File: src/rtl/ro_puf_pkg.sv
// ro_puf_pkg: shared defaults and FSM state type for the RO-PUF datapath
package ro_puf_pkg;
  localparam int DEF_WIDTH = 8;
  localparam int DEF_TERMINAL = 255;
  typedef enum logic [1:0] {IDLE, COUNT, DONE} state_t;
endpackage

File: src/rtl/ro_post_mux_counter.sv
// ro_post_mux_counter: enabled edge counter that saturates at TERMINAL and raises a sticky finished flag
module ro_post_mux_counter
  import ro_puf_pkg::*;
#(
  parameter int WIDTH = DEF_WIDTH,
  parameter int TERMINAL = DEF_TERMINAL
) (
  input  logic             clk,
  input  logic             reset,
  input  logic             enable,
  output logic [WIDTH-1:0] out,
  output logic             finished
);
  localparam logic [WIDTH-1:0] TERM = WIDTH'(TERMINAL);
  state_t state, state_n;
  logic [WIDTH-1:0] inc, out_n;
  logic step, fin_n;
  // state register, cleared asynchronously
  always_ff @(posedge clk or posedge reset)
    if (reset) state <= IDLE;
    else state <= state_n;
  // next state: an enabled edge outside DONE advances, landing in DONE when the count hits TERMINAL
  always_comb begin
    inc = out + WIDTH'(1);
    step = enable && state != DONE;
    state_n = step ? (inc == TERM ? DONE : COUNT) : state;
  end
  // next outputs: count follows the step, finished tracks entry into DONE
  always_comb begin
    out_n = step ? inc : out;
    fin_n = state_n == DONE;
  end
  // output registers keep both outputs flop-driven
  always_ff @(posedge clk or posedge reset)
    if (reset) begin
      out <= '0;
      finished <= 1'b0;
    end else begin
      out <= out_n;
      finished <= fin_n;
    end
endmodule

File: config.mk
export PLATFORM = sky130hd
export DESIGN_NAME = ro_post_mux_counter
export DESIGN_NICKNAME = d
export VERILOG_FILES = /design/src/rtl/ro_puf_pkg.sv /design/src/rtl/ro_post_mux_counter.sv
export SDC_FILE = /design/constraint.sdc
export NUM_CORES = 1
export LEC_CHECK = 0
export BUFFER_PORTS_ARGS = -buffer_cell sky130_fd_sc_hd__buf_4
export CORE_AREA = 2 2 39 41
export DETAILED_ROUTE_END_ITERATION = 6
export DIE_AREA = 0 0 41 43
export GPL_TIMING_DRIVEN = 0
export PLACE_DENSITY_LB_ADDON = 0.3
export SLEW_MARGIN = 40
export SYNTH_ARGS = -nofsm -noshare
export SYNTH_HDL_FRONTEND = slang
export SYNTH_SLANG_ARGS = --single-unit
File: constraint.sdc
create_clock -name clk -period 2.5 [get_ports clk]
set_input_delay 0.125 -clock clk [delete_from_list [all_inputs] [get_ports clk]]
set_output_delay 0.125 -clock clk [all_outputs]
set_load 0.01 [all_outputs]
# --- Yosys cells after proc, flatten, opt, wreduce, memory -nomap -nowiden ---
# Cells that the tools add are included.
# W data, S select, Z words.
op_classes:
  n_mux: 2
  n_eq_ne: 3
  n_addsub: 1
  reduce_logical: 1
op_table:
  columns: ["op", "count"]
  rows:
  - ["$add A8 B1 Y8 const B", 1]
  - ["$eq A8 B8 Y1 const B", 1]
  - ["$mux W2", 2]
  - ["$eq A2 B2 Y1 const B", 1]
  - ["$ne A2 B2 Y1 const B", 1]
  - ["$logic_and A1 B1 Y1", 1]
totals:
  register_bits: 11
  output_inout_bits: 9
  wordCells: 10

# --- Depth between registers and ports, before layout ---
logic_depth:
  depth_word: 5
  depth_mapped: 6

# --- Worst setup path after synthesis ---
# Ideal clock, no wire load.
synth_timing:
  path_kind: "reg2reg"
  from: "register out[1]"
  to: "register state[0]"
  path_buffers: 0
  slack_ps: 996
  setup_ps: 126
  arrival_ps: 1378
  stages_incl_launch_ff: 6
  cell_sequence: "dfrtp_1 > ha_1 > nand2_1 > or3_1 > a211oi_2 > nor2_1"
synth_via:
  elab_chain_cells: 4
synth_lines:
  columns: ["element", "line", "text"]
  rows:
  - ["start, declared", "ro_post_mux_counter.sv:11", "output logic [WIDTH-1:0] out,"]
  - ["start signal, assigned", "ro_post_mux_counter.sv:39", "out <= out_n;"]
  - ["$add A8 B1 Y8", "ro_post_mux_counter.sv:24", "inc = out + WIDTH'(1);"]
  - ["$eq A8 B8 Y1", "ro_post_mux_counter.sv:26", "state_n = step ? (inc == TERM ? DONE : COUNT) : state;"]
  - ["$mux W2 (2 in series)", "ro_post_mux_counter.sv:26", null]
  - ["net state_n[0]", "ro_post_mux_counter.sv:15", "state_t state, state_n;"]
  - ["end signal, assigned", "ro_post_mux_counter.sv:21", "else state <= state_n;"]
  - ["end, declared", "ro_post_mux_counter.sv:15", null]
# The timed path passes the listed nets, and every way through them passes these cells.
# A chain may end at the register's enable or synchronous reset.

# --- Final worst setup path ---
layout_timing:
  from: "register out[1]"
  to: "register finished"
layout_via:
  elab_chain_cells: 5
layout_lines:
  columns: ["element", "line", "text"]
  rows:
  - ["$add A8 B1 Y8", "ro_post_mux_counter.sv:24", null]
  - ["$eq A8 B8 Y1", "ro_post_mux_counter.sv:26", null]
  - ["$mux W2 (2 in series)", "ro_post_mux_counter.sv:26", null]
  - ["$eq A2 B2 Y1", "ro_post_mux_counter.sv:31", "fin_n = state_n == DONE;"]
  - ["net fin_n", "ro_post_mux_counter.sv:17", "logic step, fin_n;"]
  - ["end signal, assigned", "ro_post_mux_counter.sv:40", "finished <= fin_n;"]
  - ["end, declared", "ro_post_mux_counter.sv:12", "output logic finished"]
# The timed path passes the listed nets, and every way through them passes these cells.

==> metrics.yaml <==
die_h_um: 43
viasPerCell: 4.99
seq_area_frac_synth_pct: 50.7
p_sw_mw: 0.258
cp-end-kind: "register"
drv_cap: 0
drc: 0
hpwl_um: 734
worstMarginPinSlew_ns: 0.442
p_seq_share_pct: 43.8
slew_viol_final: 0
gr-total-overflow: 0
layout-area-overhead-vs-synth_pct: 25.6
combPwrFrac_pct: 39.0
arrival_ns: 1.82
fp-row-count: 14
wirelength_um: 958
power_density_nw_per_um2: 1010
crit_fanout: 5
root_buffer: "clkbuf_4"
place_congestion: 0.724
critPathMaxStageDelay_ns: 0.42
initial_core_util_pct: 39.2
slowest_stage: "dfrtp_1"
detail-route-antenna-nets: 0
clkLatencyLatePin_ns: 0.26
vias: 414
grt_max_degree: 12
maxSlewHeadroom_pct: 70.5
routedWlPerCell_um: 11.5
cts_sinks: 11
cts_made_buffers: 3
ys_ff_latch: 11
grt_pass1_wl_mm: 1.50
p_sw_share_pct: 37.4
syn_nets: 56
crit_chain: "ha_1 -> nand2_1 -> or3_1 -> a211oi_2 -> or2_1"
clk_pin_slew_worst_paths_ns: 0.07
intPower_mw: 0.433
status: "completed"
path_class: "reg -> reg"
antenna_cells: 0
fin_skew_ns: 0.00216
cts_resized: 0
worst_ep_required_time_ns: 2.71
design_area_um2: 682
max_freq_mhz: 620
synth_area_um2: 543
setup_violations: 0
vdd_drop_max_uv: 406
timing.final.crit_share_pct: 64.5
core_area_um2: 1380
period_minus_slack_ns: 1.61
hold_path_class: "in -> reg"
postCtsHoldBufs: 1
yosysWarnings: 0
synthTopCellsByArea: "dfrtp_1 51%, xnor2_1 9.7%, xor2_1 4.8%, ha_1 4.6%, nand3_1 3.7%"
rsz0062_at_grt: "no"
grt_pass1_vias: 374
io_buffers: 11
drt_iter0_drc: 1
nets: 73
antenna_found_initial: 0
ioPinCount: 12
hold_viol: 0
fp.dieW_um: 41
cts_tree: "done"
critPathTopFamily: "simple AND/OR/NAND/NOR gates"
synth_cell_types: 22
grtUsageTotal_pct: 12.7
netlist.top_cell.by_area: "dfrtp_1"
clkPwrFrac_pct: 17.2
dr.pass1.iters: 5
tns_ns: 0
syn-instance-count: 51
crit_buf_inv: 0
synth.top_cell.area_share_pct: 50.7
syn_avg_cell_area_um2: 10.6
ctsLongestPathBuffers: 2
drive_above_1_share_pct: 26.9
die-area_um2: 1760
place_area_um2: 646
start_kind: "register"
htree_levels: 1
postCtsSetupBuffers: 0
power_leakage_nw: 0.314
-- per-stage QoR --
stage	hold WS [ns]	power (mW)	std cells	util [%]	setup WS, ns
2_1_floorplan	-0.0226	0.454	51	-	0.996
3_3_place_gp	0.150	0.568	78	46.7	0.916
3_5_place_dp	0.148	0.578	78	46.7	0.895
4_1_cts	0.191	0.702	83	49.3	0.879
5_1_grt	0.192	0.743	83	49.3	0.780
6_report	0.200	0.692	83	49.3	0.886
-- logic make-up (layout without fill, tap and decap cells) --
group	count (synthesis)	in the layout	synth area share, %
flops	11	11	50.7
fa+ha+maj	2	2	4.61
simple gates	21	21	21.4
buf+inv	4	20	2.99
xor+xnor	9	9	14.5
compound gates	4	4	5.76
-- layer usage --
metal  track usage, %  part of all wire (%)  vias up
met1             17.4                    47      199
li1                 -                     -      204
met5                0                     0        -
met2             18.1                    47        9
met3             3.14                   3.4        2
met4             6.00                   1.9        0
-- cell usage in the layout, fill, tap and decap left out, types with 2 or more instances in the layout --
master / instances
buf_4: 11
clkbuf_1: 2
clkbuf_4: 3
dfrtp_1: 11
ha_1: 2
inv_1: 2
nand2_1: 4
nand3_1: 4
nand4_1: 3
nor2_1: 2
o21ai_0: 2
xnor2_1: 6
xor2_1: 3
-- sequential cells by signal, indices dropped and copies added, names as in the netlist --
signal / cells
finished: 1
out: 8
state: 2
-- synth_stat cells, drive strengths merged --
master and count:
and3 1, nor2 2, o21ai 2, and2 1, clkbuf 2, nor3b 1
xnor2 6, a211oi 1, or3 1, nand2b 1, inv 2, ha 2
nand2 4, and4 1, nand4 3, nand3 4, xor2 3, dfrtp 11
a21o 1, or2 1, nor2b 1
-- final cells by class --
type / instances / area [um^2]
plain buffers: 2 / 8.76
clock buffers: 4 / 26.3
fillers: 136 / 702
inverters: 2 / 7.51
multi-input cells: 36 / 251
flip-flops and latches: 11 / 275
well taps: 16 / 20.0
repair buffers: 12 / 92.6
-- worst min-delay path, stage by stage --
cell	delay (ns)
buf_4	0.12
nand2_1	0.10
o21ai_0	0.08
-- final timing paths --
check                                    from                  to  slack [ns]  cells after the start
min in group asynchronous               reset  out[5]$_DFFE_PP0P_        0.41                      3
min                                    enable  out[1]$_DFFE_PP0P_        0.20                      3
max in group asynchronous               reset  state[1]$_DFF_PP0_        1.80                      3
max reg2reg                out[1]$_DFFE_PP0P_  finished$_DFF_PP0_        0.89                      5
max                        out[1]$_DFFE_PP0P_  finished$_DFF_PP0_        0.89                      5
min reg2reg                out[7]$_DFFE_PP0P_  out[7]$_DFFE_PP0P_        0.51                      1
-- power groups by stage --
stage	Clock [mW]	Sequential (mW)	Combinational (mW)
after global placement	0	0.304	0.263
final	0.119	0.303	0.270
after CTS	0.124	0.303	0.274
after global routing	0.134	0.313	0.296
after detailed placement	0	0.306	0.272
after floorplan	0	0.318	0.136
(Power assumes the default switching activity.)
